===== src/rtl/mult_u_seq_reschk.sv =====
// mult_u_seq_reschk
//   Unsigned WIDTH x WIDTH sequential shift-add multiplier. It consumes one multiplier bit per
//   cycle. Each product is checked against a mod-3 residue predicted from the operands. The
//   result and its fault flag are returned over a valid/ready handshake.
//
// Ports
//   clk        in   1          rising-edge clock
//   rst        in   1          synchronous active-high reset
//   in_valid   in   1          operand pair valid
//   in_ready   out  1          high only in idle; operand pair accepted on in_valid & in_ready
//   a          in   WIDTH      multiplicand
//   b          in   WIDTH      multiplier
//   out_valid  out  1          result valid (held until out_ready)
//   out_ready  in   1          consumer accepts result
//   prod       out  2*WIDTH    a*b
//   fault      out  1          residue mismatch for prod, qualified by out_valid
//   busy       out  1          high whenever not idle
//   fault_cnt  out  CNT_W      saturating count of results returned with fault=1

module mult_u_seq_reschk #(
  parameter int unsigned WIDTH    = 4,
  parameter bit          CHECK_EN = 1'b1,
  parameter int unsigned CNT_W    = 8
) (
  input  logic                 clk,
  input  logic                 rst,
  input  logic                 in_valid,
  output logic                 in_ready,
  input  logic [WIDTH-1:0]     a,
  input  logic [WIDTH-1:0]     b,
  output logic                 out_valid,
  input  logic                 out_ready,
  output logic [2*WIDTH-1:0]   prod,
  output logic                 fault,
  output logic                 busy,
  output logic [CNT_W-1:0]     fault_cnt
);

  localparam int unsigned    CntBits = (WIDTH > 1) ? $clog2(WIDTH) : 1;
  localparam logic [CntBits-1:0] CntLast = CntBits'(WIDTH - 1);

  typedef enum logic [1:0] {StIdle, StRun, StCheck, StDone} state_e;

  // Adds two residues already in 0..2.
  function automatic logic [1:0] mod3_add(input logic [1:0] x, input logic [1:0] y);
    logic [2:0] s;
    s = {1'b0, x} + {1'b0, y};
    if (s >= 3'd3) s = s - 3'd3;
    return s[1:0];
  endfunction

  // 2^i mod 3 alternates 1,2,1,2..., so the residue is a weighted bit sum; no divider.
  function automatic logic [1:0] mod3_of(input logic [2*WIDTH-1:0] v);
    logic [1:0] r;
    r = 2'd0;
    for (int i = 0; i < 2 * WIDTH; i++) begin
      if (v[i]) r = mod3_add(r, (i % 2 == 0) ? 2'd1 : 2'd2);
    end
    return r;
  endfunction

  // Product of two residues in 0..2 is at most 4, so one conditional subtract suffices.
  function automatic logic [1:0] mod3_mul(input logic [1:0] x, input logic [1:0] y);
    logic [3:0] p;
    p = {2'b00, x} * {2'b00, y};
    if (p >= 4'd3) p = p - 4'd3;
    return p[1:0];
  endfunction

  state_e                 r_state;
  state_e                 w_state_d;
  logic [WIDTH-1:0]       r_a;
  logic [WIDTH-1:0]       r_b;
  logic [2*WIDTH:0]       r_acc;
  logic [CntBits-1:0]     r_cnt;
  logic [1:0]             r_rp;
  logic [2*WIDTH-1:0]     r_prod;
  logic                   r_fault;
  logic [CNT_W-1:0]       r_fault_cnt;

  logic [WIDTH:0]         w_sum;
  logic [2*WIDTH:0]       w_acc_add;
  logic [2*WIDTH:0]       w_acc_shift;
  logic [2*WIDTH-1:0]     w_prod_chk;
  logic [1:0]             w_prod_res;
  logic [1:0]             w_rp;

  // After the shift the top acc bit is always 0, so the upper half plus A fits in WIDTH+1 bits.
  assign w_sum       = r_acc[2*WIDTH:WIDTH] + {1'b0, r_a};
  assign w_acc_add   = r_b[0] ? {w_sum, r_acc[WIDTH-1:0]} : r_acc;
  assign w_acc_shift = w_acc_add >> 1;

  // Single tap of the finished product; both the result register and the checker read it.
  assign w_prod_chk  = r_acc[2*WIDTH-1:0];
  assign w_prod_res  = mod3_of(w_prod_chk);
  assign w_rp        = mod3_mul(mod3_of({{WIDTH{1'b0}}, a}), mod3_of({{WIDTH{1'b0}}, b}));

  always_ff @(posedge clk) begin
    if (rst) begin
      r_state <= StIdle;
    end else begin
      r_state <= w_state_d;
    end
  end

  always_comb begin
    w_state_d = r_state;
    case (r_state)
      StIdle:  if (in_valid) w_state_d = StRun;
      StRun:   if (r_cnt == CntLast) w_state_d = StCheck;
      StCheck: w_state_d = StDone;
      StDone:  if (out_ready) w_state_d = StIdle;
      default: w_state_d = StIdle;
    endcase
  end

  always_ff @(posedge clk) begin
    if (rst) begin
      r_a         <= '0;
      r_b         <= '0;
      r_acc       <= '0;
      r_cnt       <= '0;
      r_rp        <= '0;
      r_prod      <= '0;
      r_fault     <= 1'b0;
      r_fault_cnt <= '0;
    end else begin
      case (r_state)
        StIdle: begin
          if (in_valid) begin
            r_a   <= a;
            r_b   <= b;
            r_acc <= '0;
            r_cnt <= '0;
            r_rp  <= w_rp;
          end
        end
        StRun: begin
          r_acc <= w_acc_shift;
          r_b   <= r_b >> 1;
          r_cnt <= r_cnt + 1'b1;
        end
        StCheck: begin
          r_prod  <= w_prod_chk;
          r_fault <= CHECK_EN && (w_prod_res != r_rp);
        end
        StDone: begin
          if (out_ready && r_fault && !(&r_fault_cnt)) begin
            r_fault_cnt <= r_fault_cnt + 1'b1;
          end
        end
        default: ;
      endcase
    end
  end

  assign in_ready  = (r_state == StIdle);
  assign out_valid = (r_state == StDone);
  assign busy      = (r_state != StIdle);
  assign prod      = r_prod;
  assign fault     = r_fault;
  assign fault_cnt = r_fault_cnt;

endmodule


===== config.mk =====
export PLATFORM = sky130hd
export DESIGN_NAME = mult_u_seq_reschk
export DESIGN_NICKNAME = d
export VERILOG_FILES = /design/src/rtl/mult_u_seq_reschk.sv
export SDC_FILE = /design/constraint.sdc
export NUM_CORES = 1
export LEC_CHECK = 0
export CORE_MARGIN = 3
export CORE_UTILIZATION = 51
export CTS_BUF_LIST = sky130_fd_sc_hd__clkbuf_4 sky130_fd_sc_hd__clkbuf_8
export CTS_CLUSTER_DIAMETER = 50
export DETAILED_ROUTE_END_ITERATION = 7
export GPL_ROUTABILITY_DRIVEN = 0
export HOLD_SLACK_MARGIN = 0.03
export PLACE_DENSITY = 0.78
export RECOVER_POWER = 25
export SLEW_MARGIN = 20
export SYNTH_ARGS = -nofsm -noshare
export SYNTH_HDL_FRONTEND = slang
export SYNTH_SLANG_ARGS = --single-unit

===== constraint.sdc =====
create_clock -name clk -period 3.65 [get_ports clk]
set_clock_uncertainty 0.2 [all_clocks]
set_input_delay 0.73 -clock clk [delete_from_list [all_inputs] [get_ports clk]]
set_output_delay 0.73 -clock clk [all_outputs]
set_load 0.01 [all_outputs]

==> impl_metrics.toml <==
[outcome]
violations = "negative setup slack"
status = "finished, violations left"

[route]
vias_per_cell = 5.43
drt-total-wl_um = 4880
drtIter0Drc = 108
drtAntennaViolNets = 0
wl_met1_um = 2370
maxUsedRoutingLayer = "met4"
firstDrtPassIters = 4
wl_per_cell_um = 13.2
wl_met3_um = 160
vias = 2016
wl_met2_um = 2290
drc = 0

[logic_synthesis]
synth-simple-area-share_pct = 16.5
syn_area_per_cell_sq_um = 8.49
synth_xor_area_share_pct = 4.05
syn-num-nets = 318
muxShareOfSynthArea_pct = 12.7
synth_compound_area_share_pct = 14.4
synth_seq_area_share_pct = 32.8
ys_warn_count = 0
synth_top_area_cell = "dfxtp_1"
synth_adder_area_share_pct = 14.0
yosysTopAreaCellShare_pct = 32.8
synth.area.top_cells = "dfxtp_1 33%, ha_1 13%, mux2i_1 9.7%, nor2_1 7.1%, nand2_1 4.1%"
synth_top_family_by_area = "simple AND/OR/NAND/NOR gates"
ys_types = 41
syn_inst = 280
syn_area_sq_mm = 0.00238
synth-edff-count = 0
synth_most_common_cell = "nor2_1"
synth-seq-cells = 39
ys_top_cells_by_count = "45 x nor2_1, 39 x dfxtp_1, 26 x nand2_1"
synthArstFlopShare_pct = 0
ys.flop_type = "dfxtp_1"

[placed_design]
portBuffers = 31
post-dp-hpwl_um = 3410
dp.cells = 360

[sta]
setup_viol = 1
layout_setup_ws_ps = -45.4
worst_pin_slew_ps = 630
slew_violations = 0
fmax_ghz = 0.271
fin_crit_ps = 3700
hold_viol = 0
grt_setup_unrepaired = "yes"
slew_headroom_pct = 58.0
period_share_pct = 101
setup_tns_ps = -45.4

[worst_setup_path]
start_kind = "flop"
cp.required_ps = 3600
cp-end-kind = "flop"
crit_type = "flop to flop"
cp.arrival_ps = 3640
path_max_fanout = 3
reg2regPathDepth = 18

[clocking]
root_buffer = "clkbuf_8"
cts_tree = "built"
cts.htree.levels = 2
cts_hold_buf = 0
clkTransAtPathRegs_ps = 80
max-clock-path-buffers = 2
cts_sinks = 39
cts_made_buffers = 5
worstSkewPairLatency_ps = 290

[die]
row_count = 24
core_sq_mm = 0.00441
fp.dieArea_sq_mm = 0.00552
start_util_pct = 53.9
top_level_ports = 32
die_y_um = 74.3
die_x_um = 74.3

[power]
switching_share_pct = 34.8
ir_worst_vdd_uv = 537
seqPwrFrac_pct = 38.3
switchingPower_uw = 473
p_leak_nw = 1.20
combPwrFrac_pct = 35.8
power.density_mw_per_mm2 = 444
clkPwrFrac_pct = 25.9
intPower_uw = 886
power.total_mw = 1.36

[layout]
nNetsFinal = 357
syn2layout_area_growth_pct = 28.6
antennaDiodeCount = 0
stdcell_count = 371
drive_above_1_share_pct = 15.7

[global_route]
grt_max_degree = 40
overflow = 0
antenna_found_initial = 0
grt_pass1_wl_um = 8160
grt_util_all_layers_pct = 18.7
grt_pass1_vias = 1835

[job]
cap_violations = 0

[min_path]
whs_path_depth = 2
hp-class = "flop to flop"
logic make-up (layout without fill, tap and decap cells):
group           Yosys count  count (layout)
buf+inv                  32              71
mux                      28              28
fa+ha+maj                26              26
compound gates           53              53
xor+xnor                 11              11
flops                    39              39
simple gates             91              91
what timing repair did:
item	in CTS	in global routing
resized for setup	7	15
setup buffers	2	2
setup endpoints to repair	1	1
pin swaps	3	7
layout by cell type, fill, tap and decap left out, types with 2 or more instances in the layout:
cell	instances
nand2_2	2
inv_1	14
mux2i_4	2
and2_1	2
a31oi_1	2
ha_4	6
o21ai_0	8
buf_4	15
clkbuf_8	5
xor2_1	7
dlygate4sd3_1	2
nand2b_1	3
a22oi_1	8
buf_6	2
nor2_1	45
xnor2_1	3
mux2i_1	22
nand4_1	3
or3_1	2
ha_1	19
a211oi_1	3
dfxtp_1	37
clkdlybuf4s50_1	29
mux2_2	3
nand2_1	24
nand3_1	2
o211ai_1	3
a21oi_1	19
layout make-up:
class                      count  area (sq um)
clock buffer                   5          68.8
tap                           52          65.1
multi-input combinational    209          1590
clock inverter                 2          37.5
fill                         355          1360
timing repair buffer          48           445
sequential                    39           786
inverter                      16          62.6
power by group through the flow:
| stage | Clock [mW] | Combinational [mW] | Sequential, mW |
|---|---|---|---|
| 6_report | 0.352 | 0.487 | 0.521 |
| 5_1_grt | 0.378 | 0.545 | 0.529 |
| 4_1_cts | 0.356 | 0.485 | 0.522 |
| 3_5_place_dp | 0 | 0.482 | 0.532 |
| 3_3_place_gp | 0 | 0.470 | 0.530 |
| 2_1_floorplan | 0 | 0.351 | 0.513 |
final timing paths:
| kind | slack (ps) | to | from |
|---|---|---|---|
| max | -50 | fault$_SDFFE_PP0P_ | r_acc[1]$_SDFFE_PP0P_ |
| min | 260 | r_a[2]$_SDFFE_PP0P_ | r_a[2]$_SDFFE_PP0P_ |
| max reg2reg | -50 | fault$_SDFFE_PP0P_ | r_acc[1]$_SDFFE_PP0P_ |
| min reg2reg | 260 | r_a[2]$_SDFFE_PP0P_ | r_a[2]$_SDFFE_PP0P_ |
per-stage QoR:
step | hold WS (ps) | utilization (%) | worst slack, ps | instance area [sq um]
CTS | 268 | 67.1 | -9.29 | 2960
floorplan | 241 | - | 3.96 | 2410
global route | 288 | 69.3 | -198 | 3060
global placement | 253 | 63.7 | 3.98 | 2810
detailed placement | 256 | 63.7 | -78.2 | 2810
finish | 262 | 69.3 | -45.4 | 3060
per-layer routing:
metal / GRT usage, % / vias up
met5: 0 / -
met4: 4.74 / 0
met3: 4.73 / 7
met2: 29.0 / 29
met1: 26.2 / 940
li1: - / 1040
critical path: stages (launching register included):
cell and delay (ps):
dfxtp_2 340, buf_6 110, ha_4 150, mux2_4 290, ha_4 250, mux2i_4 190
ha_4 230, nand4b_1 160, o31a_2 140, o211ai_1 180, ha_4 270, nor2b_4 100
o21bai_4 130, ha_4 210, nand2_2 60, nand2_1 40, a31oi_1 190, xor2_1 210
a311oi_2 110
registers in the layout, indices dropped and copies added, names as in the netlist:
name and flops:
prod 8, r_state 2, r_a 4, r_b 4, r_rp 2, r_acc 8, fault 1, fault_cnt 8
r_cnt 2
Note: power is estimated with default switching activity, not from simulation.
